==> config.mk <==
export PLATFORM = sky130hd
export DESIGN_NAME = merge_sel_gen_flat
export DESIGN_NICKNAME = d
export VERILOG_FILES = /design/src/rtl/pe_pkg.sv /design/src/rtl/merge_sel_gen_if.sv /design/src/rtl/merge_sel_gen.sv /design/src/flat_wrapper.sv
export SDC_FILE = /design/constraint.sdc
export NUM_CORES = 1
export LEC_CHECK = 0
export CORE_MARGIN = 2
export CORE_UTILIZATION = 35
export CTS_BUF_LIST = sky130_fd_sc_hd__clkbuf_4 sky130_fd_sc_hd__clkbuf_8 sky130_fd_sc_hd__clkbuf_16
export CTS_CLUSTER_DIAMETER = 80
export DETAILED_ROUTE_END_ITERATION = 8
export GPL_TIMING_DRIVEN = 0
export RECOVER_POWER = 50
export SYNTH_ARGS = -nofsm -noshare
export SYNTH_HDL_FRONTEND = slang
export SYNTH_SLANG_ARGS = --single-unit
==> constraint.sdc <==
create_clock -name clk -period 5.15 [get_ports clk]
set_input_delay 1.03 -clock clk [delete_from_list [all_inputs] [get_ports clk]]
set_output_delay 1.03 -clock clk [all_outputs]
set_load 0.03 [all_outputs]
==> src/rtl/pe_pkg.sv <==
// Shared PE definitions: merge select encodings, the select-sequencer state type
// and default counter widths.
package pe_pkg;

    localparam logic SEL_NEW = 1'b0;
    localparam logic SEL_ACC = 1'b1;

    localparam int DEF_LEN_W = 8;
    localparam int DEF_RND_W = 8;

    typedef enum logic [1:0] {
        IDLE = 2'd0,
        EMIT = 2'd1,
        FIN  = 2'd2
    } msg_state_t;

endpackage

==> src/rtl/merge_sel_gen_if.sv <==
// Job-configuration and select-token channels of the merge select sequencer.
// The master side is the sequencer; the slave side is its job source and token consumer.
interface merge_sel_gen_if #(
    parameter int LEN_W = pe_pkg::DEF_LEN_W,
    parameter int RND_W = pe_pkg::DEF_RND_W
);
    logic             cfg_valid;
    logic             cfg_ready;
    logic [LEN_W-1:0] cfg_len;
    logic [RND_W-1:0] cfg_rounds;
    logic             sel_valid;
    logic             sel_ready;
    logic             sel;
    logic             sel_last;
    logic             done;

    modport master (
        input  cfg_valid, cfg_len, cfg_rounds, sel_ready,
        output cfg_ready, sel_valid, sel, sel_last, done
    );

    modport slave (
        output cfg_valid, cfg_len, cfg_rounds, sel_ready,
        input  cfg_ready, sel_valid, sel, sel_last, done
    );
endinterface

==> src/rtl/merge_sel_gen.sv <==
// Select-token sequencer for the psum merge: per pixel one fresh-psum token followed by
// N-1 feedback tokens, repeated for R rounds, then a one-cycle done pulse.
module merge_sel_gen
    import pe_pkg::*;
#(
    parameter int LEN_W = DEF_LEN_W,
    parameter int RND_W = DEF_RND_W
) (
    input  logic            clk,
    input  logic            rst,
    merge_sel_gen_if.master bus
);

    localparam logic [LEN_W-1:0] LEN_ONE = LEN_W'(1);
    localparam logic [RND_W-1:0] RND_ONE = RND_W'(1);

    msg_state_t       state_reg;
    logic [LEN_W-1:0] len_reg;
    logic [RND_W-1:0] rnd_reg;
    logic [LEN_W-1:0] k_reg;
    logic [RND_W-1:0] r_reg;
    logic             cfg_ready_reg;
    logic             sel_valid_reg;
    logic             sel_reg;
    logic             sel_last_reg;
    logic             done_reg;

    logic k_at_end;
    logic r_at_end;
    logic next_k_is_last;
    logic cfg_accept;
    logic sel_xfer;

    // Compare before increment so the maximum N and R never wrap the counters.
    assign k_at_end       = (k_reg == (len_reg - LEN_ONE));
    assign r_at_end       = (r_reg == (rnd_reg - RND_ONE));
    assign next_k_is_last = ((k_reg + LEN_ONE) == (len_reg - LEN_ONE));
    assign cfg_accept     = bus.cfg_valid && cfg_ready_reg;
    assign sel_xfer       = sel_valid_reg && bus.sel_ready;

    always_ff @(posedge clk) begin
        if (rst) begin
            state_reg     <= IDLE;
            len_reg       <= '0;
            rnd_reg       <= '0;
            k_reg         <= '0;
            r_reg         <= '0;
            cfg_ready_reg <= 1'b1;
            sel_valid_reg <= 1'b0;
            sel_reg       <= SEL_NEW;
            sel_last_reg  <= 1'b0;
            done_reg      <= 1'b0;
        end else begin
            case (state_reg)
                IDLE: begin
                    done_reg <= 1'b0;
                    if (cfg_accept) begin
                        len_reg       <= bus.cfg_len;
                        rnd_reg       <= bus.cfg_rounds;
                        k_reg         <= '0;
                        r_reg         <= '0;
                        cfg_ready_reg <= 1'b0;
                        if ((bus.cfg_len != '0) && (bus.cfg_rounds != '0)) begin
                            state_reg     <= EMIT;
                            sel_valid_reg <= 1'b1;
                            sel_reg       <= SEL_NEW;
                            sel_last_reg  <= (bus.cfg_len == LEN_ONE);
                        end else begin
                            // Empty job: skip straight to the completion pulse.
                            state_reg <= FIN;
                            done_reg  <= 1'b1;
                        end
                    end
                end

                EMIT: begin
                    if (sel_xfer) begin
                        if (k_at_end) begin
                            k_reg <= '0;
                            if (r_at_end) begin
                                state_reg     <= FIN;
                                sel_valid_reg <= 1'b0;
                                sel_reg       <= SEL_NEW;
                                sel_last_reg  <= 1'b0;
                                done_reg      <= 1'b1;
                            end else begin
                                r_reg        <= r_reg + RND_ONE;
                                sel_reg      <= SEL_NEW;
                                sel_last_reg <= (len_reg == LEN_ONE);
                            end
                        end else begin
                            k_reg        <= k_reg + LEN_ONE;
                            sel_reg      <= SEL_ACC;
                            sel_last_reg <= next_k_is_last;
                        end
                    end
                end

                FIN: begin
                    state_reg     <= IDLE;
                    done_reg      <= 1'b0;
                    cfg_ready_reg <= 1'b1;
                end

                default: begin
                    state_reg     <= IDLE;
                    k_reg         <= '0;
                    r_reg         <= '0;
                    cfg_ready_reg <= 1'b1;
                    sel_valid_reg <= 1'b0;
                    sel_reg       <= SEL_NEW;
                    sel_last_reg  <= 1'b0;
                    done_reg      <= 1'b0;
                end
            endcase
        end
    end

    assign bus.cfg_ready = cfg_ready_reg;
    assign bus.sel_valid = sel_valid_reg;
    assign bus.sel       = sel_reg;
    assign bus.sel_last  = sel_last_reg;
    assign bus.done      = done_reg;

endmodule

==> src/flat_wrapper.sv <==
// flat-port wrapper written by rule: the top's interface ports become plain ports
module merge_sel_gen_flat import pe_pkg::*;
#(
    parameter int LEN_W = DEF_LEN_W,
    parameter int RND_W = DEF_RND_W
)
  (clk, rst, bus_cfg_valid, bus_cfg_len, bus_cfg_rounds, bus_sel_ready, bus_cfg_ready, bus_sel_valid, bus_sel, bus_sel_last, bus_done);
  merge_sel_gen_if #(.LEN_W(LEN_W), .RND_W(RND_W)) bus_i ();
  input  logic clk;
  input  logic rst;
  input wire logic [$bits(bus_i.cfg_valid)-1:0] bus_cfg_valid;
  input wire logic [$bits(bus_i.cfg_len)-1:0] bus_cfg_len;
  input wire logic [$bits(bus_i.cfg_rounds)-1:0] bus_cfg_rounds;
  input wire logic [$bits(bus_i.sel_ready)-1:0] bus_sel_ready;
  output wire logic [$bits(bus_i.cfg_ready)-1:0] bus_cfg_ready;
  output wire logic [$bits(bus_i.sel_valid)-1:0] bus_sel_valid;
  output wire logic [$bits(bus_i.sel)-1:0] bus_sel;
  output wire logic [$bits(bus_i.sel_last)-1:0] bus_sel_last;
  output wire logic [$bits(bus_i.done)-1:0] bus_done;
  assign bus_i.cfg_valid = bus_cfg_valid;
  assign bus_i.cfg_len = bus_cfg_len;
  assign bus_i.cfg_rounds = bus_cfg_rounds;
  assign bus_i.sel_ready = bus_sel_ready;
  assign bus_cfg_ready = bus_i.cfg_ready;
  assign bus_sel_valid = bus_i.sel_valid;
  assign bus_sel = bus_i.sel;
  assign bus_sel_last = bus_i.sel_last;
  assign bus_done = bus_i.done;
  merge_sel_gen #(.LEN_W(LEN_W), .RND_W(RND_W)) u_core (.clk(clk), .rst(rst), .bus(bus_i));
endmodule
* Word level (Yosys, flattened, before mapping) *
Cells that the tools add are included.

cells by class
  $add $sub $neg = 4
  equal/unequal tests = 13
  muxes and demuxes = 39
  bitwise operators = 2
  reductions and logical operators = 14

operators with widths
  operator                                              count
  two-way mux 8 bit                                     6
  one-hot mux 8 bit (3 select lines)                    2
  equality test 8 bit                                   3
  two-way mux 1 bit                                     20
  adder 8 x 1 -> 8 bit (second input constant)          2
  equality test 8 x 1 -> 1 bit (second input constant)  2
  nonzero test 8 bit                                    2
  subtractor 8 x 1 -> 8 bit (second input constant)     2
  two-way mux 2 bit                                     5
  != test 2 x 1 -> 1 bit (second input constant)        5
  one-hot mux 1 bit (3 select lines)                    3
  AND reduction 4 bit                                   2
  AND reduction 3 bit                                   2
  AND reduction 6 bit                                   1
  AND reduction 5 bit                                   1
  one-hot mux 1 bit (2 select lines)                    2
  one-hot mux 2 bit (2 select lines)                    1
  AND reduction 2 bit                                   2
  logical AND 1 bit                                     3
  equality test 2 x 1 -> 1 bit (second input constant)  1
  equality test 2 bit (second input constant)           1
  zero test 2 bit                                       1
  != test 2 bit (second input constant)                 1
  NOT 1 bit                                             2

storage, ports and cells
  flip-flop bits (word level) = 39
  input bits = 20
  output and inout bits = 5
  logic and storage cells = 82

* Logic depth before layout (Yosys ltp) *
Gate-level depths: netlist (run 1).

  word-level depth = 6
  gate-level depth with buffers = 10
  mapped depth without buffers = 9

* Worst setup path after synthesis (run 1) *
Ideal clock, no wire load.

  path kind = reg2reg
  start = reg u_core.len_reg[2]
  end = reg u_core.r_reg[4]
  setup time = 0.121 ns
  arrival time = 2.375 ns
  required time = 5.029 ns
  setup slack = 2.654 ns
  stages on the path, launching flop included = 9
  path buffers = 1
  period minus slack after synthesis = 2.496 ns
  cell sequence = dfxtp_1 buf_6 or4_4 nor4_4 xnor2_1 nor4_4 a21oi_2 or3_1 mux2_4

on the way
  longest elaborated chain between the ends = 4

ends and longest elaborated chain
  item                              RTL line             RTL
  from (decl)                       merge_sel_gen.sv:18  logic [LEN_W-1:0] len_reg;
  from (signal assigned)            merge_sel_gen.sv:58  len_reg <= bus.cfg_len;
  subtractor 8 x 1 -> 8 bit         merge_sel_gen.sv:35  assign k_at_end = (k_reg == (len_reg - LEN_ONE));
  equality test 8 bit               merge_sel_gen.sv:35
  != test 2 x 1 -> 1 bit (no line)  --
  AND reduction 5 bit (no line)     --
  to (signal assigned)              merge_sel_gen.sv:87  r_reg <= r_reg + RND_ONE;
  to (decl)                         merge_sel_gen.sv:21  logic [RND_W-1:0] r_reg;

Every way passes these cells.
A chain may end at the register's enable or synchronous reset.

* Worst setup path in the final report (run 1) *
  start = in bus_cfg_valid
  end = reg u_core.sel_last_reg (netlist: u_core.bus.sel_last)

on the way
  longest elaborated chain between the ends = 3

ends and longest elaborated chain
  item                              RTL line             RTL
  from (decl)                       flat_wrapper.sv:11   input wire logic [$bits(bus_i.cfg_valid)-1:0] bus_cfg_valid;
  logical AND 1 bit                 merge_sel_gen.sv:38  assign cfg_accept = bus.cfg_valid && cfg_ready_reg;
  != test 2 x 1 -> 1 bit (no line)  --
  AND reduction 4 bit (no line)     --
  to (signal assigned)              merge_sel_gen.sv:67  sel_last_reg <= (bus.cfg_len == LEN_ONE);
  to (signal assigned)              merge_sel_gen.sv:89  sel_last_reg <= (len_reg == LEN_ONE);
  to (signal assigned)              merge_sel_gen.sv:94  sel_last_reg <= next_k_is_last;
  to (decl)                         merge_sel_gen.sv:25  logic sel_last_reg;

Every way passes these cells.

==> results of run 1 <==
[cell usage in the layout (no fill, tap or decap), types with 4 or more instances in the layout]
cell type	instances
clkdlybuf4s50_1	18
nor2_1	19
clkbuf_8	6
or3_1	4
nor3_1	10
o21ai_0	9
nand2_1	48
nor4_1	5
a21oi_1	29
and3_1	8
clkbuf_1	9
dlygate4sd3_1	6
ha_1	5
inv_1	11
and2_1	5
nand4_1	6
nand3_1	5
xor2_1	15
xnor2_1	18
dfxtp_1	39
[worst min-delay path, delay by kind of cell (launching register included)]
family,cells,cell delay (ps)
AO/OA/AOI/OAI,1,50
flip-flops,1,330
AND/OR/NAND/NOR,1,60
[area by class of cell]
| class | count | area, um^2 | share of cell area, % |
|---|---|---|---|
| Multi-Input combinational cell | 236 | 1500 | 52.9 |
| Sequential cell | 39 | 781 | 27.6 |
| Timing Repair Buffer | 24 | 240 | 8.49 |
| Tap cell | 80 | 100 | 3.54 |
| Clock buffer | 6 | 82.6 | 2.92 |
| Buffer | 12 | 53.8 | 1.90 |
| Inverter | 11 | 41.3 | 1.46 |
| Clock inverter | 2 | 35.0 | 1.24 |
[synth_stat cells, drive strengths merged (3+ instances only)]
master   n  area, um^2
inv     11        41.3
xnor2   18         158
and2     6        37.5
a31oi    3        18.8
ha       5        62.6
dfxtp   39         781
clkbuf   9        33.8
o211ai   3        22.5
nand4    6        37.5
nand3    5        25.0
xor2    15         131
or3      4        25.0
nor4     7        73.8
nor2    19        71.3
nor3    10        50.1
buf      3        20.0
a21oi   30         154
nand4b   3        26.3
mux2     4        48.8
nor2b    3        18.8
o21ai    9        48.8
and3     8        50.1
or4      4        33.8
nand2   48         180
[cells by family after synthesis]
kind of cell	share of synthesized area [%]
xor+xnor	13.1
compound gates	15.6
mux	2.48
simple gates	29.2
buf+inv	4.00
flops	32.9
fa+ha+maj	2.63
[layer usage]
layer,GRT usage (%),share of wire [%]
met5,0,0
met4,6.39,2.4
met3,2.76,3.3
met2,23.1,42
met1,21.5,52
[worst max-delay path by stage]
stage	end	slack, ps	startpoint	depth (start not counted)
6_report	u_core.bus.sel_last	2020	bus_cfg_valid	8
5_1_grt	u_core.bus.sel_last	1840	bus_cfg_valid	8
4_1_cts	u_core.bus.sel_last	2050	bus_cfg_valid	8
3_5_place_dp	u_core.bus.sel_last	1750	bus_cfg_valid	8
3_3_place_gp	u_core.bus.sel_last	1780	bus_cfg_valid	8
2_1_floorplan	u_core.r_reg[4]	2650	u_core.len_reg[2]	8
[power groups by stage]
stage | logic [mW] | registers (mW) | clock network, mW
floorplan | 0.172 | 0.354 | 0
global placement | 0.241 | 0.350 | 0
detailed placement | 0.244 | 0.350 | 0
CTS | 0.245 | 0.343 | 0.274
global route | 0.269 | 0.347 | 0.287
finish | 0.241 | 0.343 | 0.268
[metrics by stage]
step / hold slack (ps) / power [mW]
2_1_floorplan: 448 / 0.526
3_3_place_gp: 465 / 0.591
3_5_place_dp: 472 / 0.594
4_1_cts: 487 / 0.862
5_1_grt: 508 / 0.904
6_report: 482 / 0.852
==> summary.md, run 1 <==
| Metric | Value |
|---|---|
| Status | `finished, final reports clean` |
| Fillcell total | `693` |
| Pin count of the biggest net entering global routing | `13` |
| Share of layout cells above drive strength 1 | `6.36%` |
| Initial antenna violation count | `0` |
| CP arrival | `3330 ps` |
| Pwr Density | `301 nW/um^2` |
| Crit end category | `flip-flop` |
| Post-DRT Antenna Nets | `0` |
| CTS Hold Buffers Added | `0` |
| Post-route non-filler standard cell count | `410` |
| Vias per Instance | `5.19` |
| Max Cap Violations | `0` |
| Hold depth | `2` |
| First-pass GRT wire length | `9.14 mm` |
| Die H | `86.4 um` |
| RR Endpoint | `u_core.bus.done` |
| Reg-to-Reg Start | `u_core.len_reg[0]` |
| Total global routing track utilization | `15.3%` |
| Post-synth ARST share | `0%` |
| HP Class | `flip-flop to flip-flop` |
| Setup slack, reg-to-reg | `2390 ps` |
| Number of global-route vias before repair | `1936` |
| Worst-Margin Slew | `1070 ps` |
| Post-CTS Setup Bufs | `0` |
| CP Launch Type | `primary input` |
| Sequential share of the synthesized area | `32.9%` |
| ANT cells | `0` |
| Row count | `30` |
| H-tree levels | `2` |
| Int Power | `0.581 mW` |
| Post-place setup slack | `1750 ps` |
| Crit path cell chain | `dlygate4sd3_1 -> nand2_1 -> nor2_1 -> a311oi_1 -> a21oi_1 -> clkbuf_1 -> o21ai_0 -> a221oi_1` |
| Worst slew margin | `27.9%` |
| # resized after CTS | `0` |
| Setup TNS | `0 ps` |
| # IOs | `25` |
| Worst Path Required | `5350 ps` |
| Peak supply drop | `0.151 mV` |
| Post-Syn Area per Cell | `7.97 um^2` |
| Lkg Pwr | `1.06 nW` |
| Dpl cells | `402` |
| Fin worst setup slack | `2020 ps` |
| Seq pwr share | `40.3%` |
| Worst skew pair latency | `290 ps` |
| Fin area | `2830 um^2` |
| Core area | `6680 um^2` |
| Layout area overhead | `19.1%` |
| Minimum clock period | `3130 ps` |
| Endpoints failing hold | `0` |
| Fmax | `320 MHz` |
| DRC viols | `0` |
| GRT Residual Overflow | `0` |
| DRT Wirelength | `5.35 mm` |
| Slew Viols, Final | `0` |
| Most used DFF post-synth | `dfxtp_1` |
| Hold_sp | `u_core.bus.sel` |
| Buffers on Ports | `24` |
| Flops & latches, synth | `39` |
| Post-synth EDFFs | `0` |
| Sw Pwr | `0.271 mW` |
| Synthesis warning total | `0` |
| Reg clk slew, reported paths | `80 ps` |
| Clock Skew | `6.52 ps` |
| Mapped cell area | `2370 um^2` |
| Buf+Inv Stages, Crit Path | `2` |
| Switching Fraction | `31.8%` |
| # clock sinks | `39` |
| Via count | `2127` |
| Finish-stage setup viols | `0` |
| Reg2reg path depth | `7` |
| Final core occ | `42.3%` |
| TritonCTS clock tree | `built` |
| Clk root buf | `clkbuf_8` |
| Synth Instances | `298` |
| Period utilisation layout | `60.8%` |
| Die W | `86.4 um` |
| Crit-path max cell delay | `560 ps` |
| GPL Wtd Cong | `0.876` |
| Hold EP | `u_core.bus.sel` |
| Detailed Routing Iterations Pass 1 | `4` |
| Post-DP HPWL | `4.16 mm` |
| CP Class | `primary input to flip-flop` |
| Distinct cells, synth | `49` |
| Syn nets | `323` |
| Critical path's slowest cell | `a21oi_1` |
| CTS buffer count | `5` |
| RSZ-0062 raised after global routing | `no` |
| Max Fanout on Critical Path | `10` |
| DRT iter0 DRCs | `95` |
| Routed len/inst | `13.1 um` |
| Number of nets in the layout | `354` |
| Clk buf depth | `2` |
| Initial Utilization | `35.5%` |
| Placed cell area | `2720 um^2` |
| Gate power share | `28.2%` |
| Top delay family on crit path | `compound AO/OA/AOI/OAI gates` |
| Clk pwr share | `31.5%` |
| Die area | `7460 um^2` |
No activity file was read; power rests on OpenSTA's default activity.
==> run 2: changes to the inputs <==
==> constraint.sdc (replaced) <==
create_clock -name clk -period 2.6 [get_ports clk]
set_input_delay 0.52 -clock clk [delete_from_list [all_inputs] [get_ports clk]]
set_output_delay 0.52 -clock clk [all_outputs]
set_load 0.03 [all_outputs]
==> run 2 against run 1 <==
Die area unchanged. Wire length increased by 5.0%. Clock power increased by 97%. Global-route usage increased by 0.10 points. Critical path type is now flip-flop to flip-flop. Highest routed layer unchanged.
==> summary.md, run 2 (synthesis gave the netlist of run 1 again) <==
| Metric | Value |
|---|---|
| Endpoints failing hold | `0 (unchanged)` |
| ANT cells | `0 (unchanged)` |
| Worst-Margin Slew | `1020 ps (-49.8 ps)` |
| Most common cell after layout, fill and taps aside | `nand2_1` |
| Reg clk slew, reported paths | `80 ps (about the same)` |
| Initial antenna violation count | `0 (unchanged)` |
| Lkg Pwr | `1.12 nW (+5.6%)` |
| Slew Viols, Final | `0 (unchanged)` |
| Routed len/inst | `13.5 um (+3.0%)` |
| Clk buf depth | `2 (unchanged)` |
| Commonest non-fill, non-tap cells in the layout | `nand2_1 (48), dfxtp_1 (33), a21oi_1 (27), nor2_1 (18), clkdlybuf4s50_1 (18)` |
| H-tree levels | `2 (unchanged)` |
| Share of layout cells above drive strength 1 | `13.9% (+7.5 points)` |
| Number of global-route vias before repair | `1951 (+0.77%)` |
| Vias per Instance | `5.22 (+0.67%)` |
| Fmax | `393 MHz` |
| Period utilisation layout | `97.8%` |
| CP Launch Type | `flip-flop` |
| First-pass GRT wire length | `9.20 mm (+0.68%)` |
| HP Class | `flip-flop to flip-flop` |
| Worst slew margin | `31.3% (+3.3 points)` |
| Initial Utilization | `35.5% (unchanged)` |
| Max Fanout on Critical Path | `5 (-5)` |
| CP arrival | `2760 ps (-570 ps)` |
| Clk root buf | `clkbuf_8` |
| Post-DP HPWL | `4.16 mm (unchanged)` |
| Post-place setup slack | `-292 ps (-2040 ps)` |
| RSZ-0062 raised after global routing | `yes` |
| DRT iter0 DRCs | `86 (-9.5%)` |
| Number of nets in the layout | `362 (+2.3%)` |
| Buffers on Ports | `24 (unchanged)` |
| Worst Path Required | `2820 ps (-2530 ps)` |
| Worst skew pair latency | `290 ps (about the same)` |
| # clock sinks | `39 (unchanged)` |
| Pwr Density | `586 nW/um^2 (+95%)` |
| CTS Hold Buffers Added | `0 (unchanged)` |
| DRC viols | `0 (unchanged)` |
| DRT Wirelength | `5.62 mm (+5.0%)` |
| Clock Skew | `5.95 ps (-0.573 ps)` |
| Pin count of the biggest net entering global routing | `13 (unchanged)` |
| Via count | `2183 (+2.6%)` |
| Row count | `30 (unchanged)` |
| # IOs | `25 (unchanged)` |
| Crit-path max cell delay | `530 ps (-30 ps)` |
| Detailed Routing Iterations Pass 1 | `4 (unchanged)` |
| GPL Wtd Cong | `0.876 (unchanged)` |
| Final core occ | `44.5% (+2.2 points)` |
| Max Cap Violations | `0 (unchanged)` |
| Die H | `86.4 um (unchanged)` |
| Total global routing track utilization | `15.4% (+0.10 points)` |
| TritonCTS clock tree | `built` |
| CTS buffer count | `5 (unchanged)` |
| Hold slack | `481 ps (-0.817 ps)` |
| Post-DRT Antenna Nets | `0 (unchanged)` |
| Core area | `6680 um^2 (unchanged)` |
| Crit path cell chain | `or4_4 -> nor4_4 -> xnor2_2 -> nor4_4 -> buf_4 -> nand3_2 -> or4_1 -> a31oi_1` |
| Finish-stage setup viols | `0 (unchanged)` |
| Die area | `7460 um^2 (unchanged)` |
| Die W | `86.4 um (unchanged)` |
| Worst path most repeated cell | `nor4_4` |
| Layout area overhead | `25.2%` |
| CP Class | `flip-flop to flip-flop` |
| Minimum clock period | `2540 ps` |
| GRT Residual Overflow | `0 (unchanged)` |
| Status | `finished, final reports clean` |
| Peak supply drop | `0.307 mV (+100%)` |
| Critical path's slowest cell | `or4_4` |
| Fin worst setup slack | `58.1 ps (-1960 ps)` |
| Crit end category | `flip-flop` |
==> run 2: cell types whose count changed in the layout (fill, tap and decap cells not counted), sizes merged <==
cell,previous run,this run
buf,3,11
==> run 2: layout make-up <==
type	instances	area, um^2
fill	680	3710
multi-input combinational	236	1560
sequential	39	798
timing repair buffer	34	315
tap	80	100
clock buffer	6	82.6
inverter	11	41.3
buffer	10	37.5
clock inverter	2	35.0
==> run 2: timing repair <==
item,CTS,global route
gates resized for setup,3,21
pin swaps,4,8
setup buffers,4,6
endpoints found under the setup margin,11,19
==> run 2: worst max-delay path: cells and delay by family, from the launching register on <==
family,cells,cell delay [ps]
compound gates,1,130
xor+xnor,1,140
buf+inv,1,170
flops,1,360
simple gates,5,1670
==> run 2: per-layer routing <==
layer,GRT usage [%],share of wire [%]
met3,2.76,3.6
met2,23.3,43
met5,0,0
met1,21.7,50
met4,6.39,3.0
==> run 2: per-stage QoR <==
| stage | cells | total power [mW] | TNS (ps) | cell area [um^2] |
|---|---|---|---|---|
| 2_1_floorplan | 298 | 1.04 | 0 | 2370 |
| 3_3_place_gp | 402 | 1.17 | -1210 | 2720 |
| 3_5_place_dp | 402 | 1.18 | -1640 | 2720 |
| 4_1_cts | 414 | 1.73 | 0 | 2870 |
| 5_1_grt | 418 | 1.85 | -457 | 2970 |
| 6_report | 418 | 1.74 | 0 | 2970 |
==> run 2: power breakdown <==
part           internal [mW]  total (mW)  switching (mW)
Combinational          0.241       0.537           0.295
Sequential             0.636       0.680          0.0441
Clock                  0.311       0.527           0.216
==> run 2: path summary, 6_finish.rpt <==
path	from	endpoint	slack, ps	cells after the start
worst max-delay path	u_core.len_reg[3]	u_core.r_reg[2]	60	8
worst min-delay path	u_core.bus.sel	u_core.bus.sel	480	2
worst max register to register	u_core.len_reg[3]	u_core.r_reg[2]	60	8
worst min register to register	u_core.bus.sel	u_core.bus.sel	480	2
